## config.mk

```make
export PLATFORM = sky130hd
export DESIGN_NAME = muldiv_unit_flat
export DESIGN_NICKNAME = d
export VERILOG_FILES = /design/src/rtl/muldiv_if.sv /design/src/rtl/muldiv_unit.sv /design/src/flat_wrapper.sv
export SDC_FILE = /design/constraint.sdc
export NUM_CORES = 1
export LEC_CHECK = 0
export ABC_CLOCK_PERIOD_IN_PS = 4500
export BUFFER_PORTS_ARGS = -buffer_cell sky130_fd_sc_hd__buf_2
export CAP_MARGIN = 30
export CORE_UTILIZATION = 62
export DETAILED_ROUTE_END_ITERATION = 6
export GPL_TIMING_DRIVEN = 0
export PLACE_DENSITY = 0.82
export REMOVE_ABC_BUFFERS = 1
export SLEW_MARGIN = 10
export SYNTH_ARGS = -nofsm -noshare
export SYNTH_HDL_FRONTEND = slang
export SYNTH_SLANG_ARGS = --single-unit
```

## constraint.sdc

```tcl
create_clock -name clk -period 4.5 [get_ports clk]
set_input_delay 0.675 -clock clk [delete_from_list [all_inputs] [get_ports clk]]
set_output_delay 0.675 -clock clk [all_outputs]
set_load 0.02 [all_outputs]
```

## src/rtl/muldiv_if.sv

```systemverilog
// Request/response bundle between the execute stage and the multiply/divide unit.
//
// Handshake: the requester raises start for one cycle with op/a/b stable; the
// unit samples it only on a rising edge where busy=0. A mul/div request raises
// busy on that same edge and holds it until the result is written; done pulses
// for exactly one cycle when hi/lo have just been updated. A start seen while
// busy=1 is dropped, not queued. A new start may be issued in the done cycle.
interface muldiv_if #(
    parameter int WIDTH = 32
);
    logic             start;
    logic [2:0]       op;
    logic [WIDTH-1:0] a;
    logic [WIDTH-1:0] b;
    logic             busy;
    logic             done;
    logic [WIDTH-1:0] hi;
    logic [WIDTH-1:0] lo;
    logic [1:0]       dbg_state;

    modport master (
        output start, op, a, b,
        input  busy, done, hi, lo, dbg_state
    );

    modport slave (
        input  start, op, a, b,
        output busy, done, hi, lo, dbg_state
    );
endinterface

```

## src/rtl/muldiv_unit.sv

```systemverilog
// Iterative multiply/divide unit owning the architectural HI/LO registers.
// One result bit per cycle: shift-add multiply, restoring divide, then a
// single sign-fixup cycle before HI/LO are written.
module muldiv_unit #(
    parameter int WIDTH = 32,
    parameter int ITER  = 32
) (
    input  logic     clk,
    input  logic     rst_n,
    muldiv_if.slave  bus
);
    localparam int CW = $clog2(ITER);
    localparam logic [CW-1:0] LAST = CW'(ITER - 1);

    typedef enum logic [1:0] {
        IDLE = 2'd0,
        CALC = 2'd1,
        FIX  = 2'd2
    } state_t;

    state_t             state_q, state_d;
    logic [CW-1:0]      cnt_q, cnt_d;
    logic [WIDTH-1:0]   opa_q, opa_d;      // multiplicand magnitude
    logic [WIDTH-1:0]   opb_q, opb_d;      // multiplier (shifted) or divisor magnitude
    logic [2*WIDTH-1:0] acc_q, acc_d;      // product, or {remainder, dividend/quotient}
    logic               is_div_q, is_div_d;
    logic               neg_q, neg_d;      // negate product / quotient
    logic               rem_neg_q, rem_neg_d;
    logic               dz_q, dz_d;        // divide by zero
    logic               done_q, done_d;
    logic [WIDTH-1:0]   hi_q, hi_d;
    logic [WIDTH-1:0]   lo_q, lo_d;

    logic               a_sgn, b_sgn;
    logic [WIDTH-1:0]   a_mag, b_mag;
    logic [WIDTH:0]     mul_sum;
    logic [WIDTH:0]     rem_sh;
    logic [WIDTH:0]     diff;
    logic [2*WIDTH-1:0] prod_fix;
    logic [WIDTH-1:0]   quo, rem;

    // State register
    always_ff @(posedge clk or negedge rst_n) begin
        if (!rst_n) state_q <= IDLE;
        else        state_q <= state_d;
    end

    // Next-state logic: only mul/div ops leave IDLE
    always_comb begin
        state_d = state_q;
        case (state_q)
            IDLE:    if (bus.start && !bus.op[2]) state_d = CALC;
            CALC:    if (cnt_q == LAST) state_d = FIX;
            FIX:     state_d = IDLE;
            default: state_d = IDLE;
        endcase
    end

    // FSM outputs
    always_comb begin
        bus.busy      = (state_q != IDLE);
        bus.dbg_state = state_q;
        bus.done      = done_q;
        bus.hi        = hi_q;
        bus.lo        = lo_q;
    end

    // Datapath: operand capture, one iteration per CALC cycle, sign fixup and writeback
    always_comb begin
        cnt_d     = cnt_q;
        opa_d     = opa_q;
        opb_d     = opb_q;
        acc_d     = acc_q;
        is_div_d  = is_div_q;
        neg_d     = neg_q;
        rem_neg_d = rem_neg_q;
        dz_d      = dz_q;
        done_d    = 1'b0;
        hi_d      = hi_q;
        lo_d      = lo_q;

        // op[0]=0 selects the signed variants (MULT, DIV)
        a_sgn = !bus.op[0] && bus.a[WIDTH-1];
        b_sgn = !bus.op[0] && bus.b[WIDTH-1];
        a_mag = a_sgn ? -bus.a : bus.a;
        b_mag = b_sgn ? -bus.b : bus.b;

        mul_sum = {1'b0, acc_q[2*WIDTH-1:WIDTH]} + {1'b0, (opb_q[0] ? opa_q : '0)};
        rem_sh  = {acc_q[2*WIDTH-1:WIDTH], acc_q[WIDTH-1]};
        diff    = rem_sh - {1'b0, opb_q};

        prod_fix = neg_q ? -acc_q : acc_q;
        quo      = acc_q[WIDTH-1:0];
        rem      = acc_q[2*WIDTH-1:WIDTH];

        case (state_q)
            IDLE: begin
                if (bus.start) begin
                    case (bus.op)
                        3'd0, 3'd1, 3'd2, 3'd3: begin
                            is_div_d  = bus.op[1];
                            neg_d     = a_sgn ^ b_sgn;
                            rem_neg_d = a_sgn;
                            dz_d      = bus.op[1] && (bus.b == '0);
                            opa_d     = a_mag;
                            opb_d     = b_mag;
                            cnt_d     = '0;
                            // divide keeps the dividend in the low half and shifts it out MSB-first
                            acc_d     = bus.op[1] ? {{WIDTH{1'b0}}, a_mag} : '0;
                        end
                        3'd4: begin
                            hi_d   = bus.a;
                            done_d = 1'b1;
                        end
                        3'd5: begin
                            lo_d   = bus.a;
                            done_d = 1'b1;
                        end
                        default: ;
                    endcase
                end
            end
            CALC: begin
                cnt_d = cnt_q + CW'(1);
                if (is_div_q) begin
                    // remainder < divisor always fits WIDTH bits on either branch
                    if (!diff[WIDTH]) acc_d = {diff[WIDTH-1:0], acc_q[WIDTH-2:0], 1'b1};
                    else              acc_d = {rem_sh[WIDTH-1:0], acc_q[WIDTH-2:0], 1'b0};
                end else begin
                    // add into the top half, then shift the whole product right
                    acc_d = {mul_sum, acc_q[WIDTH-1:1]};
                    opb_d = opb_q >> 1;
                end
            end
            FIX: begin
                cnt_d  = '0;
                done_d = 1'b1;
                if (is_div_q) begin
                    lo_d = dz_q ? '1 : (neg_q ? -quo : quo);
                    hi_d = rem_neg_q ? -rem : rem;
                end else begin
                    hi_d = prod_fix[2*WIDTH-1:WIDTH];
                    lo_d = prod_fix[WIDTH-1:0];
                end
            end
            default: ;
        endcase
    end

    // Datapath registers
    always_ff @(posedge clk or negedge rst_n) begin
        if (!rst_n) begin
            cnt_q     <= '0;
            opa_q     <= '0;
            opb_q     <= '0;
            acc_q     <= '0;
            is_div_q  <= 1'b0;
            neg_q     <= 1'b0;
            rem_neg_q <= 1'b0;
            dz_q      <= 1'b0;
            done_q    <= 1'b0;
            hi_q      <= '0;
            lo_q      <= '0;
        end else begin
            cnt_q     <= cnt_d;
            opa_q     <= opa_d;
            opb_q     <= opb_d;
            acc_q     <= acc_d;
            is_div_q  <= is_div_d;
            neg_q     <= neg_d;
            rem_neg_q <= rem_neg_d;
            dz_q      <= dz_d;
            done_q    <= done_d;
            hi_q      <= hi_d;
            lo_q      <= lo_d;
        end
    end
endmodule

```

## src/flat_wrapper.sv

```systemverilog
// flat-port wrapper written by rule: the top's interface ports become plain ports
module muldiv_unit_flat 
#(
    parameter int WIDTH = 32,
    parameter int ITER  = 32
)
  (clk, rst_n, bus_start, bus_op, bus_a, bus_b, bus_busy, bus_done, bus_hi, bus_lo, bus_dbg_state);
  muldiv_if #(.WIDTH(WIDTH)) bus_i ();
  input  logic clk;
  input  logic rst_n;
  input wire logic [$bits(bus_i.start)-1:0] bus_start;
  input wire logic [$bits(bus_i.op)-1:0] bus_op;
  input wire logic [$bits(bus_i.a)-1:0] bus_a;
  input wire logic [$bits(bus_i.b)-1:0] bus_b;
  output wire logic [$bits(bus_i.busy)-1:0] bus_busy;
  output wire logic [$bits(bus_i.done)-1:0] bus_done;
  output wire logic [$bits(bus_i.hi)-1:0] bus_hi;
  output wire logic [$bits(bus_i.lo)-1:0] bus_lo;
  output wire logic [$bits(bus_i.dbg_state)-1:0] bus_dbg_state;
  assign bus_i.start = bus_start;
  assign bus_i.op = bus_op;
  assign bus_i.a = bus_a;
  assign bus_i.b = bus_b;
  assign bus_busy = bus_i.busy;
  assign bus_done = bus_i.done;
  assign bus_hi = bus_i.hi;
  assign bus_lo = bus_i.lo;
  assign bus_dbg_state = bus_i.dbg_state;
  muldiv_unit #(.WIDTH(WIDTH), .ITER(ITER)) u_core (.clk(clk), .rst_n(rst_n), .bus(bus_i));
endmodule
```

==> results.yml, run 1 <==
critical_path:
  cpPeakStageDelay_ps: 980
  r2r_setup_slack_ps: 260
  start_kind: "register"
  criticalPathCategory: "register to register"
  path_cells: "nand2_1 > inv_1 > ha_1 > a211oi_1 > o21ai_0 > o21ai_0 > o21ai_0 > a2111oi_0 > nor2_1 > o2bb2ai_1 > mux2i_1 > o31ai_1"
  path_max_fanout: 34
  crit_arrival_ps: 4660
  crit_buf_inv: 1
  crit_slowest_cell: "a2111oi_0"
  critPathRequiredTime_ps: 4920
  cpMostUsedCell: "o21ai_0"
  path_delay_family: "compound AO/OA/AOI/OAI gates"
  cp-end-kind: "register"
finish:
  multi_input_comb_area_um2: 10200
  final-seq-area_um2: 5110
  n_antenna_cell: 0
  nFillCells: 2052
  syn_to_final_growth_pct: 11.9
  final_layout_size_suffix_gt1_frac: 0.112
  final_cell_mix: "272 x nand2_1, 263 x o21ai_0, 201 x dfrtp_1"
  final_cells: 2410
  nets: 2203
  mostFrequentLayoutCell: "nand2_1"
sta:
  finalCritPeriodShare: 0.942
  holdWs_ps: 41.4
  finClkSkew_ps: 12.6
  setup_slack_ps: 259
  hold_violations: 0
  period_needed_ps: 4240
  slew_viol_final: 0
  relSlewSlack: 0.293
  setup_viol: 0
  tightestPinTransition_ps: 1030
  rsz0062_at_grt: "no"
  fmax_mhz: 236
power:
  peakVddDrop_mv: 0.891
  leakagePower_nw: 7.73
  p_per_area_nw_per_um2: 821
grt:
  grt-ovfl-total: 0
  grt_pass1_wl_um: 78100
  antenna_found_initial: 0
  grt_pass1_vias: 14969
  grt_use_total: 0.369
  grt_max_degree: 82
synth:
  synth-async-reset-ratio: 1.00
  yosysUniqueCellTypes: 74
  syn_area_um2: 16000
  synth_seq_cells: 204
  synthFlopType: "dfrtp_1"
  yosysSeqAreaShare: 0.320
  synth_edf_count: 0
  avgSynthCellArea_um2: 8.00
  yosys_warnings: 0
  synth_cells: 1996
worst_hold_path:
  holdCritPathClass: "primary input to asynchronous set/reset pin"
cts:
  cts_sinks: 204
  postCtsSetupBuffers: 0
  cts_resized: 0
  cts-buffers-inserted: 25
  worst_skew_pair.late_latency_ps: 540
  cts_max_path_buffers: 3
  htreeDepth: 1
  holdBufCountCts: 0
  cts_tree: "yes"
  cts-root-buf: "clkbuf_16"
  clkTransAtPathRegs_ps: 60
detailed_routing:
  firstDrtPassIters: 7
  wl_per_cell_um: 20.3
  drc: 0
  vias: 15819
  vias_per_cell: 6.56
  drtIter0Drc: 1796
  routed_wl_um: 48900
  ant_nets: 0
placed_design:
  dp.cells: 2363
  dpl_worst_slack_ps: 77.9
  dpl.hpwl_um: 36000
  gp_congestion: 0.948
  port_buffers: 137
die:
  die_area_um2: 26400
  rows: 58
  die_w_um: 162
  initial_utilization: 0.634
  fp.coreArea_um2: 25200
  die_y_um: 162
  io_pins: 138
run:
  cap_violations: 0
outcome:
  status: "completed"
layout make-up:
type                    count  share of cell area
clock inverters            14             0.00687
clock buffers              32              0.0382
inverters                  64              0.0135
flip-flops and latches    204               0.286
repair buffers            157              0.0596
multi-input cells        1609               0.572
well taps                 330              0.0231
worst paths after layout:
kind,from,to,cells past startpoint
max in group asynchronous,rst_n,u_core.opb_q[0],2
hold reg to reg,u_core.bus.lo[9],u_core.bus.lo[9],1
min in group clk,bus_op[1],u_core.is_div_q,3
setup reg to reg,u_core.opb_q[0],u_core.acc_q[62],12
hold / removal,rst_n,u_core.bus.lo[21],1
setup / recovery,u_core.opb_q[0],u_core.acc_q[62],12
synthesized netlist by cell type, types with 14 or more instances:
master	instances	share of area
a211oi_1	15	0.0071
a21o_1	25	0.012
a21oi_1	116	0.036
a22oi_1	31	0.015
a31oi_1	14	0.0055
and2_1	42	0.016
clkbuf_1	108	0.025
dfrtp_1	204	0.32
ha_1	70	0.055
inv_1	63	0.015
mux2i_1	55	0.034
nand2_1	274	0.064
nand2b_1	18	0.0071
nand3_1	33	0.010
nand4_1	14	0.0055
nor2_1	117	0.028
nor2b_1	16	0.0063
nor3_1	38	0.012
nor4_1	17	0.0067
o211ai_1	37	0.017
o21ai_0	263	0.082
o22a_1	29	0.016
o22ai_1	42	0.016
o31ai_1	23	0.011
or3_1	24	0.0094
xnor2_1	95	0.052
xor2_1	68	0.037
where the power goes:
group          switching, mW  internal, mW
clock                  0.867          1.14
sequential              1.17          2.66
combinational           5.15          3.67
cell families after synthesis:
kind of cell,count (synthesis),share of synthesized area
AO/OA/AOI/OAI,675,0.262
AND/OR/NAND/NOR,640,0.190
flip-flops,204,0.320
buffers and inverters,183,0.0438
XOR/XNOR,163,0.0894
adder cells (fa/ha/maj),72,0.0574
multiplexers,59,0.0373
flip-flops by register name, summed over array words and instances (netlist names):
signal / count
u_core.bus.dbg_state: 2
u_core.neg_q: 1
u_core.rem_neg_q: 1
u_core.bus.lo: 32
u_core.cnt_q: 5
u_core.opb_q: 32
u_core.bus.done: 1
u_core.is_div_q: 1
u_core.opa_q: 32
u_core.acc_q: 64
u_core.dz_q: 1
u_core.bus.hi: 32
metrics by stage:
stage | utilization | setup TNS, ps | total power [mW] | instance area (um2)
floorplan | - | -43520 | 9.81 | 15500
global placement | 0.659 | -443850 | 11.8 | 16600
detailed placement | 0.676 | 0 | 12.4 | 17000
CTS | 0.708 | 0 | 14.5 | 17800
global route | 0.709 | 0 | 15.7 | 17900
finish | 0.709 | 0 | 14.7 | 17900
metal layers:
metal | up-vias | share of wire | GRT usage | routed length (um)
met3 | 135 | 0.080 | 0.0553 | 3920
met5 | - | 0 | 0 | 0
met1 | 7553 | 0.43 | 0.515 | 21100
met2 | 753 | 0.45 | 0.574 | 22000
met4 | 0 | 0.038 | 0.152 | 1880
li1 | 7378 | - | - | -
worst register-to-register path, stage by stage, from the launching register on:
cell,delay (ps)
dfrtp_2,670
nand2_1,190
inv_1,100
ha_1,250
a211oi_1,240
o21ai_0,200
o21ai_0,320
o21ai_0,260
a2111oi_0,980
nor2_1,200
o2bb2ai_1,350
mux2i_1,260
o31ai_1,80
Power figures use the tool's default switching activity.
==> run 2: changes to the inputs <==
Settings changed: CORE_MARGIN set to 10, CTS_BUF_LIST set to sky130_fd_sc_hd__clkbuf_16.
==> results.yml, run 2 (synthesized netlist as in run 1, its figures left out) <==
outcome:
  status: "completed"
cts:
  cts_tree: "yes"
  cts-buffers-inserted: 24
  cts-root-buf: "clkbuf_16"
  htreeDepth: 1
  worst_skew_pair.late_latency_ps: 530
  cts_sinks: 204
  cts_max_path_buffers: 3
  clkTransAtPathRegs_ps: 60
  holdBufCountCts: 0
sta:
  rsz0062_at_grt: "no"
  relSlewSlack: 0.323
  hold_violations: 0
  fin_setup_tns_ps: 0
  finalCritPeriodShare: 0.943
  setup_viol: 0
  slew_viol_final: 0
  setup_slack_ps: 258
  fmax_mhz: 236
  finClkSkew_ps: 22.6
  tightestPinTransition_ps: 1010
  period_needed_ps: 4240
finish:
  postLayoutCellArea_um2: 17800
  syn_to_final_growth_pct: 11.5
  top_register: "u_core.acc_q"
  mostFrequentLayoutCell: "nand2_1"
  n_antenna_cell: 0
  nets: 2205
  final_layout_size_suffix_gt1_frac: 0.106
  final_cells: 2408
  largest_reg_flops: 64
  final_cell_mix: "272 x nand2_1, 263 x o21ai_0, 202 x dfrtp_1"
grt:
  grt_max_degree: 109
  grt_use_total: 0.302
  antenna_found_initial: 1
  grt_pass1_wl_um: 82400
  grt-ovfl-total: 0
  grt_pass1_vias: 15411
detailed_routing:
  firstDrtPassIters: 5
  vias_per_cell: 6.64
  routed_wl_um: 51800
  maxUsedRoutingLayer: "met4"
  drc: 0
  wl_met1_um: 22100
  dr_wl_met2_um: 24000
  wl_per_cell_um: 21.5
  drtIter0Drc: 1477
  route.met3.wl_um: 4040
  ant_nets: 0
  vias: 15981
placed_design:
  placed_area_um2: 17100
  dpl_worst_slack_ps: 22.0
  port_buffers: 137
  gp_congestion: 0.949
  dpl.hpwl_um: 38400
  dp.cells: 2364
die:
  fp.coreArea_um2: 25300
  die_area_um2: 32600
  die_y_um: 180
  initial_utilization: 0.632
  rows: 58
  io_pins: 138
  die_w_um: 180
run:
  cap_violations: 0
power:
  leakagePower_nw: 7.75
  peakVddDrop_mv: 0.788
  p_per_area_nw_per_um2: 824
  p_total_mw: 14.7
critical_path:
  cp-end-kind: "register"
  crit_arrival_ps: 4640
  critPathRequiredTime_ps: 4890
  path_max_fanout: 34
  start_kind: "register"
  criticalPathCategory: "register to register"
worst_hold_path:
  holdCritPathClass: "primary input to asynchronous set/reset pin"
## run 2: changes by cell type in the layout (fill, tap and decap cells not counted), moves of 3 or more
cell,change
clkinv_1,+3
clkbuf_1,-4
clkinvlp_4,-5
inv_1,+9
clkbuf_8,-3
## run 2: path summary, 6_finish.rpt
kind	slack, ps	cells after the start	startpoint	to
max	260	12	u_core.opb_q[0]	u_core.acc_q[54]
min	160	1	rst_n	u_core.bus.lo[22]
max reg2reg	260	12	u_core.opb_q[0]	u_core.acc_q[54]
min reg2reg	470	2	u_core.opa_q[7]	u_core.opa_q[7]
max in group asynchronous	3270	2	rst_n	u_core.is_div_q
min in group clk	450	3	bus_a[19]	u_core.bus.hi[19]
## run 2: routing by layer
metal | track usage | vias to the layer above
li1 | - | 7369
met1 | 0.404 | 7699
met2 | 0.487 | 772
met3 | 0.0494 | 141
met4 | 0.102 | 0
met5 | 0 | -
## run 2: per-stage QoR
| stage | utilization | hold WS [ps] |
|---|---|---|
| 2_1_floorplan | - | 379 |
| 3_3_place_gp | 0.657 | 456 |
| 3_5_place_dp | 0.675 | 462 |
| 4_1_cts | 0.704 | 215 |
| 5_1_grt | 0.705 | 227 |
| 6_report | 0.705 | 161 |
## run 2: worst max-delay path: stages (launching register included)
cell and delay (ps):
dfrtp_2 690, nand2_1 190, inv_1 110, ha_1 250
a211oi_1 230, o21ai_0 190, o21ai_0 360, o21ai_0 280
a2111oi_0 940, nor2_1 220, xor2_1 200, a221oi_1 310
o21ai_0 140
## run 2: what timing repair did
action                                  4_1_cts  5_1_grt
pin swaps                                     0        1
buffers inserted                              0        2
resized for setup                             1        1
endpoints found under the setup margin        1        2
## run 2: power breakdown
| group | switching [mW] | leakage, nW | internal (mW) |
|---|---|---|---|
| logic | 5.36 | 4.85 | 3.73 |
| registers | 1.07 | 2.51 | 2.66 |
| clock network | 0.794 | 0.387 | 1.05 |
## run 2: layout make-up
cell class	count	area, um2
Fill cell	2038	7460
Multi-Input combinational cell	1609	10200
Timing Repair Buffer	160	1100
Inverter	64	240
Sequential cell	204	5110
Clock buffer	25	626
Tap cell	330	413
Clock inverter	16	90.1
